===== config.mk =====
export PLATFORM = sky130hd
export DESIGN_NAME = z16_ctrl_fsm_flat
export DESIGN_NICKNAME = d
export VERILOG_FILES = /design/src/rtl/z16_ctrl_fsm_if.sv /design/src/rtl/z16_ctrl_fsm.sv /design/src/flat_wrapper.sv
export SDC_FILE = /design/constraint.sdc
export NUM_CORES = 1
export LEC_CHECK = 0
export CORE_MARGIN = 5
export CORE_UTILIZATION = 29
export CTS_CLUSTER_SIZE = 25
export DETAILED_ROUTE_END_ITERATION = 8
export GPL_TIMING_DRIVEN = 0
export PLACE_DENSITY = 0.53
export SLEW_MARGIN = 20
export SYNTH_ARGS = -nofsm -noshare
export SYNTH_HDL_FRONTEND = slang
export SYNTH_SLANG_ARGS = --single-unit

===== constraint.sdc =====
create_clock -name i_clk -period 2.25 [get_ports i_clk]
set_clock_uncertainty 0.15 [all_clocks]
set_input_delay 0.225 -clock i_clk [delete_from_list [all_inputs] [get_ports i_clk]]
set_output_delay 0.225 -clock i_clk [all_outputs]
set_load 0.05 [all_outputs]

===== src/rtl/z16_ctrl_fsm_if.sv =====
// z16_ctrl_fsm_if: request/ready handshake between the control FSM and the shared memory
interface z16_ctrl_fsm_if;
    logic o_mem_req;
    logic o_mem_we;
    logic o_addr_sel;
    logic i_mem_ready;

    modport master (
        output o_mem_req,
        output o_mem_we,
        output o_addr_sel,
        input  i_mem_ready
    );

    modport slave (
        input  o_mem_req,
        input  o_mem_we,
        input  o_addr_sel,
        output i_mem_ready
    );
endinterface


===== src/rtl/z16_ctrl_fsm.sv =====
// z16_ctrl_fsm: multi-cycle Z16 control FSM sharing one memory port between fetch and load/store
module z16_ctrl_fsm #(
    parameter int MEM_TIMEOUT = 16,
    parameter int CNT_W       = 16
) (
    input  logic              i_clk,
    input  logic              i_rst_n,
    input  logic              i_run,
    input  logic [3:0]        i_opcode,
    input  logic              i_branch_taken,
    z16_ctrl_fsm_if.master    mem,
    output logic              o_ir_we,
    output logic              o_pc_we,
    output logic [1:0]        o_pc_sel,
    output logic              o_rd_wen,
    output logic [1:0]        o_wb_sel,
    output logic [2:0]        o_state,
    output logic              o_busy,
    output logic              o_err,
    output logic [CNT_W-1:0]  o_instret
);
    localparam logic [2:0] S_IDLE   = 3'd0;
    localparam logic [2:0] S_FETCH  = 3'd1;
    localparam logic [2:0] S_DECODE = 3'd2;
    localparam logic [2:0] S_EXEC   = 3'd3;
    localparam logic [2:0] S_MEM    = 3'd4;
    localparam logic [2:0] S_WB     = 3'd5;
    localparam logic [2:0] S_ERR    = 3'd6;
    localparam int WD_W = $clog2(MEM_TIMEOUT + 1);

    logic [2:0]       r_state;
    logic [2:0]       w_next;
    logic [2:0]       w_after;
    logic [3:0]       r_op;
    logic [WD_W-1:0]  r_wd;
    logic [CNT_W-1:0] r_instret;
    logic             w_rdy;
    logic             w_load;
    logic             w_store;
    logic             w_jump;
    logic             w_branch;
    logic             w_wait;
    logic             w_timeout;
    logic             w_retire;

    assign w_rdy     = mem.i_mem_ready;
    assign w_load    = r_op == 4'hA;
    assign w_store   = r_op == 4'hB;
    assign w_jump    = r_op[3:1] == 3'b110;
    assign w_branch  = r_op[3:1] == 3'b111;
    assign w_wait    = (r_state == S_FETCH || r_state == S_MEM) && !w_rdy;
    assign w_timeout = w_wait && (r_wd == WD_W'(MEM_TIMEOUT - 1));
    assign w_retire  = (r_state == S_EXEC && w_branch)
                     || (r_state == S_MEM && w_store && w_rdy)
                     || r_state == S_WB;
    // i_run only matters at an instruction boundary
    assign w_after   = i_run ? S_FETCH : S_IDLE;

    // next state; a ready in the last watchdog cycle takes priority over the timeout
    always_comb begin
        w_next = S_IDLE;
        case (r_state)
            S_IDLE:   w_next = w_after;
            S_FETCH:  w_next = w_rdy ? S_DECODE : w_timeout ? S_ERR : S_FETCH;
            S_DECODE: w_next = S_EXEC;
            S_EXEC:   w_next = w_branch ? w_after : (w_load || w_store) ? S_MEM : S_WB;
            S_MEM:    w_next = !w_rdy ? (w_timeout ? S_ERR : S_MEM) : w_load ? S_WB : w_after;
            S_WB:     w_next = w_after;
            S_ERR:    w_next = S_ERR;
            default:  w_next = S_IDLE;
        endcase
    end

    // state register
    always_ff @(posedge i_clk) begin
        if (!i_rst_n) r_state <= S_IDLE;
        else          r_state <= w_next;
    end

    // opcode is captured once so later stages ignore decoder changes
    always_ff @(posedge i_clk) begin
        if (!i_rst_n)                 r_op <= 4'h0;
        else if (r_state == S_DECODE) r_op <= i_opcode;
    end

    // watchdog restarts on every state change and counts unanswered request cycles
    always_ff @(posedge i_clk) begin
        if (!i_rst_n)               r_wd <= '0;
        else if (w_next != r_state) r_wd <= '0;
        else if (w_wait)            r_wd <= r_wd + 1'b1;
    end

    // retired-instruction counter, wraps naturally
    always_ff @(posedge i_clk) begin
        if (!i_rst_n)      r_instret <= '0;
        else if (w_retire) r_instret <= r_instret + 1'b1;
    end

    assign mem.o_mem_req  = r_state == S_FETCH || r_state == S_MEM;
    assign mem.o_mem_we   = r_state == S_MEM && w_store;
    assign mem.o_addr_sel = r_state == S_MEM;
    assign o_ir_we        = r_state == S_FETCH && w_rdy;
    // every PC update is the final act of an instruction
    assign o_pc_we        = w_retire;
    assign o_pc_sel       = (r_state == S_EXEC && w_branch) ? {1'b0, i_branch_taken}
                          : (r_state == S_WB && w_jump)     ? (r_op[0] ? 2'd2 : 2'd1)
                          : 2'd0;
    assign o_rd_wen       = r_state == S_WB;
    assign o_wb_sel       = r_state != S_WB ? 2'd0 : w_load ? 2'd1 : w_jump ? 2'd2 : 2'd0;
    assign o_state        = r_state;
    assign o_busy         = r_state != S_IDLE && r_state != S_ERR;
    assign o_err          = r_state == S_ERR;
    assign o_instret      = r_instret;
endmodule


===== src/flat_wrapper.sv =====
// flat-port wrapper written by rule: the top's interface ports become plain ports
module z16_ctrl_fsm_flat 
#(
    parameter int MEM_TIMEOUT = 16,
    parameter int CNT_W       = 16
)
  (i_clk, i_rst_n, i_run, i_opcode, i_branch_taken, o_ir_we, o_pc_we, o_pc_sel, o_rd_wen, o_wb_sel, o_state, o_busy, o_err, o_instret, mem_o_mem_req, mem_o_mem_we, mem_o_addr_sel, mem_i_mem_ready);
  z16_ctrl_fsm_if mem_i ();
  input  logic i_clk;
  input  logic i_rst_n;
  input  logic i_run;
  input  logic [3:0] i_opcode;
  input  logic i_branch_taken;
  output logic o_ir_we;
  output logic o_pc_we;
  output logic [1:0] o_pc_sel;
  output logic o_rd_wen;
  output logic [1:0] o_wb_sel;
  output logic [2:0] o_state;
  output logic o_busy;
  output logic o_err;
  output logic [CNT_W-1:0] o_instret;
  output wire logic [$bits(mem_i.o_mem_req)-1:0] mem_o_mem_req;
  output wire logic [$bits(mem_i.o_mem_we)-1:0] mem_o_mem_we;
  output wire logic [$bits(mem_i.o_addr_sel)-1:0] mem_o_addr_sel;
  input wire logic [$bits(mem_i.i_mem_ready)-1:0] mem_i_mem_ready;
  assign mem_o_mem_req = mem_i.o_mem_req;
  assign mem_o_mem_we = mem_i.o_mem_we;
  assign mem_o_addr_sel = mem_i.o_addr_sel;
  assign mem_i.i_mem_ready = mem_i_mem_ready;
  z16_ctrl_fsm #(.MEM_TIMEOUT(MEM_TIMEOUT), .CNT_W(CNT_W)) u_core (.i_clk(i_clk), .i_rst_n(i_rst_n), .i_run(i_run), .i_opcode(i_opcode), .i_branch_taken(i_branch_taken), .mem(mem_i), .o_ir_we(o_ir_we), .o_pc_we(o_pc_we), .o_pc_sel(o_pc_sel), .o_rd_wen(o_rd_wen), .o_wb_sel(o_wb_sel), .o_state(o_state), .o_busy(o_busy), .o_err(o_err), .o_instret(o_instret));
endmodule

* After elaboration in Yosys (flattened, before gate mapping)
Cells that the tools add are included.
** Cells by class
- $add $sub $neg :: 2
- Equality and inequality tests :: 14
- Multiplexer cells :: 15
- Bitwise operators :: 1
- Reduce and logical (&&, ||, !) cells :: 17
** Operators by type and width (number)
- $pmux W3 S6 :: 1
- $add A16 B1 Y16 const B :: 1
- $eq A3 B3 Y1 const B :: 5
- $mux W3 :: 5
- $mux W2 :: 7
- $eq A4 B4 Y1 const B :: 2
- $logic_and A1 B1 Y1 :: 8
- $eq A3 B2 Y1 const B :: 2
- $ne A3 B3 Y1 const B :: 2
- $add A5 B1 Y5 const B :: 1
- $eq A5 B4 Y1 const B :: 1
- $logic_or A1 B1 Y1 :: 4
- $reduce_or A2 Y1 :: 2
- $eq A3 B1 Y1 const B :: 1
- $logic_not A3 Y1 :: 1
- $ne A3 B3 Y1 :: 1
- $reduce_bool A3 Y1 :: 1
- $mux W1 :: 2
- $logic_not A1 Y1 :: 1
- $not A1 Y1 :: 1
** Word-level totals
- Register bits :: 28
- Bits of input ports :: 9
- Output and inout bits :: 31

* Depth between registers and ports, before layout
Gate-level depths: netlist of the first run.
- Depth in word-level cells :: 9
- Gate-level depth with buffers :: 8
- Mapped depth without buffers :: 7

* Worst setup path after synthesis of the first run
Ideal clock, no wire load.
- Path kind :: register to output
- Start point :: register u_core.r_state[0] (netlist: u_core.o_state[0])
- End point :: output o_pc_sel[1]
- Arrival :: 3.143 ns
- Data required time :: 1.875 ns
- Path slack :: -1.268 ns
- Cell stages (with the launch flop) :: 7
- Cell sequence :: dfxtp_1 > buf_2 > clkinv_1 > nor2_1 > nand2_1 > nor3_1 > and2_1
** On the way
- Cells in the longest elaborated chain, start to end :: 4
- Elaborated cells on any way between the ends :: 6
- Those cells by class :: eq/ne (2); mux (2); reduce/logical (2)
** Ends and longest elaborated chain
- from (decl) :: line z16_ctrl_fsm.sv:31 : logic [2:0] r_state;
- from (signal assigned) :: line z16_ctrl_fsm.sv:77 : else r_state <= w_next;
- $eq A3 B3 Y1 :: line z16_ctrl_fsm.sv:106 : : (r_state == S_WB && w_jump) ? (r_op[0] ? 2'd2 : 2'd1)
- $logic_and A1 B1 Y1 :: line z16_ctrl_fsm.sv:106
- $mux W2 :: line z16_ctrl_fsm.sv:106
- $mux W2 * :: line z16_ctrl_fsm.sv:105 : assign o_pc_sel = (r_state == S_EXEC && w_branch) ? {1'b0, i_branch_taken}
- to (decl) :: line flat_wrapper.sv:16 : output logic [1:0] o_pc_sel;
Mark *: on every way between the ends. The rest lies on a longest branch, timed or not.

* Final worst setup path of the first run
- Start point :: register u_core.r_state[2] (netlist: u_core.o_state[2])
- End point :: output o_pc_we
** On the way
- Cells in the longest elaborated chain, start to end :: 5
- Elaborated cells on any way between the ends :: 8
- Those cells by class :: eq/ne (3); reduce/logical (5)
** Ends and longest elaborated chain
- $eq A3 B3 Y1 :: line z16_ctrl_fsm.sv:54 : || (r_state == S_MEM && w_store && w_rdy)
- $logic_and A1 B1 Y1 (2 in series) :: line z16_ctrl_fsm.sv:54
- $logic_or A1 B1 Y1 :: line z16_ctrl_fsm.sv:54
- $logic_or A1 B1 Y1 * :: line z16_ctrl_fsm.sv:55 : || r_state == S_WB;
- to (decl) :: line flat_wrapper.sv:15 : output logic o_pc_we;
Marked as above.

==> reports/summary.txt, run 1 <==
Status: finished clean
Post-Synthesis Cells: 199
Routability cong.: 0.846
Inst Count DP: 309
Antenna violations before repair: 0
CTS tree: done
Synthesis-to-finish area growth: 38.4%
Power Dens Cells: 455 nW/um^2
Final Max Tran Viols: 0
Final setup viols: 0
Nets: 261
GR Util met1: 0.171
Worst slew margin: 0.633
EDFF count, synth: 0
Cell row count: 27
Clk root buf: clkbuf_8
CTS H-tree lvls: 1
Predominant post-synthesis flop cell: dfxtp_1
Die area: 7070 sq um
YS warnings: 0
Routed via count: 1646
Worst vdd ir: 0.201 mV
GRT overflow: 0
Gr usage total: 0.128
Pre-antenna DRT Iters: 4
Clk slew on worst S/H paths: 0.10 ns
Gr busiest metal: met2
Final Hold Fails: 0
Hold_ws: 0.228 ns
Chip Width: 84.1 um
Routed Antenna Nets: 0
Largest net degree at the start of global routing: 16
Initial drt markers: 25
Final std cells w/o fill: 320
Die Height: 84.1 um
Final worst slack: 0.0822 ns
Period utilization: 0.963
Initial core utilization: 0.294
# DRC: 0
WS Path Type: reg -> out
Worst setup EP type: output port
M3 GR Usage: 0.0346
Ant diodes: 0
Synth cell types: 47
Clk_lat worst skew: 0.28 ns
Top Ports: 40
RSZ-0062 raised after global routing: false
Crit path DAT: 1.79 ns
Detailed Route WL: 4560 um
Worst slew pin tran: 0.551 ns
Syn Area/Cell: 8.00 sq um
Wire length per cell: 14.3 um
Worst EP required: 1.88 ns
Met2 Track Usage GR: 0.205
TNS Setup: 0 ns
Critical path fanouts, max: 6
Async S/R FF share, synth: 0
Max Clock Freq: 0.461 GHz
Worst hold path type: in -> reg
Layout cells sized above 1: 0.177
Core Region: 5410 sq um
CTS max path bufs: 2
Syn Std Cell Area: 1590 sq um
Cts bufs inserted: 3
Final core utilization: 0.408
First-pass GRT wire length: 7680 um
Clk sinks: 28
Syn_nets: 211
DP Wirelength: 3250 um
CP Launch Type: flip-flop
# port buffers: 38
Leakage dissipation: 0.764 nW
Synthesized flop and latch total: 28
Place WS: -0.576 ns
Max_cap viols: 0
Vias per cell: 5.14
Sequential area share after synthesis: 0.352
Hold-fix buffers at CTS: 0
Vias in the first global route: 1576
Min Tclk post-route: 2.17 ns
-- layout make-up --
type | count | area, sq um
plain buffers | 11 | 68.8
multi-input cells | 150 | 963
well taps | 72 | 90.1
clock buffers | 4 | 45.0
repair buffers | 47 | 427
fillers | 589 | 3200
inverters | 8 | 38.8
flip-flops and latches | 28 | 571
-- synthesized netlist by cell type, types with 2 or more instances --
| cell type | instances | area share |
|---|---|---|
| nand2_1 | 19 | 0.045 |
| o21ai_0 | 9 | 0.028 |
| o41ai_1 | 2 | 0.011 |
| xnor2_1 | 2 | 0.011 |
| nand3_1 | 10 | 0.031 |
| dfxtp_1 | 28 | 0.35 |
| buf_6 | 2 | 0.014 |
| inv_1 | 7 | 0.017 |
| a31oi_1 | 2 | 0.0079 |
| a211oi_1 | 4 | 0.019 |
| clkbuf_1 | 7 | 0.017 |
| ha_1 | 3 | 0.024 |
| o31ai_1 | 6 | 0.028 |
| mux2i_1 | 2 | 0.013 |
| or3_1 | 7 | 0.028 |
| o22a_1 | 2 | 0.011 |
| nor3_1 | 4 | 0.013 |
| nand3b_1 | 2 | 0.0094 |
| nand4_1 | 5 | 0.020 |
| nor2_1 | 13 | 0.031 |
| or4_1 | 6 | 0.028 |
| buf_2 | 4 | 0.013 |
| o21a_1 | 2 | 0.0094 |
| xor2_1 | 3 | 0.017 |
| nand2b_1 | 4 | 0.016 |
| a21oi_1 | 21 | 0.066 |
| and3_1 | 3 | 0.012 |
-- critical path, cell delays in order (launching register included) --
cell and delay (ns):
dfxtp_4 0.38, and2b_2 0.25, a41o_1 0.25, a22oi_2 0.19
buf_6 0.14, buf_8 0.09, clkinvlp_4 0.06, buf_6 0.14
-- registers in the layout, summed over array words and instances (netlist names) --
name              cells
u_core.r_wd           5
u_core.o_instret     16
u_core.r_op           4
u_core.o_state        3
-- worst paths after layout --
kind	from	endpoint	slack, ns	depth (start not counted)
max	u_core.o_state[2]	o_pc_we	0.08	7
max reg2reg	u_core.r_op[3]	u_core.o_instret[7]	0.17	7
min reg2reg	u_core.o_instret[15]	u_core.o_instret[15]	0.35	2
min	mem_i_mem_ready	u_core.o_state[1]	0.23	3
-- report_power, final --
| group | internal [mW] | leakage [nW] | total, mW | switching [mW] |
|---|---|---|---|---|
| Combinational | 0.0707 | 0.513 | 0.195 | 0.124 |
| Clock | 0.127 | 0.0228 | 0.289 | 0.162 |
| Sequential | 0.504 | 0.228 | 0.520 | 0.0153 |
| Total | 0.702 | 0.764 | 1.00 | 0.301 |
-- through the flow --
step                      power (mW)  cell area [sq um]
after floorplan                0.657               1630
after global placement         0.721               2100
after detailed placement       0.721               2100
after CTS                       1.01               2170
after global routing            1.04               2200
final                           1.00               2200
-- metal layers --
metal / up-vias / share of wire
li1: 834 / -
met4: 0 / 0.0092
met1: 760 / 0.47
met5: - / 0
met2: 47 / 0.46
met3: 5 / 0.064
-- layout by cell type, fill, tap and decap left out, types with 2 or more instances in the layout --
| master | instances |
|---|---|
| a21oi_1 | 21 |
| o41ai_1 | 2 |
| xor2_1 | 3 |
| nor2_1 | 11 |
| buf_4 | 11 |
| a211oi_1 | 4 |
| dfxtp_4 | 2 |
| buf_6 | 2 |
| clkdlybuf4s15_2 | 2 |
| o22a_1 | 2 |
| inv_1 | 6 |
| dlygate4sd2_1 | 2 |
| nor3_2 | 2 |
| or4_1 | 6 |
| ha_1 | 3 |
| o31ai_1 | 6 |
| nand2_1 | 18 |
| mux2i_1 | 2 |
| clkbuf_1 | 7 |
| clkdlybuf4s50_1 | 27 |
| nand4_1 | 5 |
| dfxtp_2 | 2 |
| nand3b_1 | 2 |
| nor2_2 | 2 |
| and3_1 | 3 |
| o21ai_0 | 9 |
| nand2b_1 | 4 |
| buf_2 | 3 |
| or3_1 | 7 |
| nand3_1 | 10 |
| clkbuf_2 | 2 |
| dfxtp_1 | 24 |
| xnor2_1 | 2 |
| clkbuf_8 | 3 |
| a31oi_1 | 2 |
| o21a_1 | 2 |
-- what timing repair did --
| action | CTS | global route |
|---|---|---|
| setup buffers | 4 | 5 |
| endpoints found under the hold margin | 0 | 0 |
| endpoints found under the setup margin | 11 | 9 |
| gates cloned | 0 | 0 |
| pin swaps | 1 | 2 |
| gates resized for setup | 48 | 7 |
-- cells by family (layout without fill, tap and decap cells) --
group / Yosys count / in the layout / share of synthesized area
and+or+nand+nor: 84 / 84 / 0.295
AOI/OAI and AO/OA: 56 / 56 / 0.227
DFF: 28 / 28 / 0.352
buffers and inverters: 21 / 70 / 0.0621
xor gates and xnor gates: 5 / 5 / 0.0275
adders and majority gates: 3 / 3 / 0.0236
muxes: 2 / 2 / 0.0126
Note: power is estimated with default switching activity, not from simulation.
==> inputs of run 2 (changes only) <==
--- a/config.mk
+++ b/config.mk
@@ -5,6 +5,7 @@
 export SDC_FILE = /design/constraint.sdc
 export NUM_CORES = 1
 export LEC_CHECK = 0
+export CAP_MARGIN = 20
 export CORE_MARGIN = 5
 export CORE_UTILIZATION = 29
 export CTS_CLUSTER_SIZE = 25
==> results of run 2 <==
No change in the layout: final DEF, timing and power equal those of run 1.
==> inputs of run 3 (changes only) <==
--- a/config.mk
+++ b/config.mk
@@ -8,6 +8,7 @@
 export CAP_MARGIN = 20
 export CORE_MARGIN = 5
 export CORE_UTILIZATION = 29
+export CTS_CLUSTER_DIAMETER = 40
 export CTS_CLUSTER_SIZE = 25
 export DETAILED_ROUTE_END_ITERATION = 8
 export GPL_TIMING_DRIVEN = 0
==> results of run 3 <==
No change in the layout: final DEF, timing and power equal those of run 1.
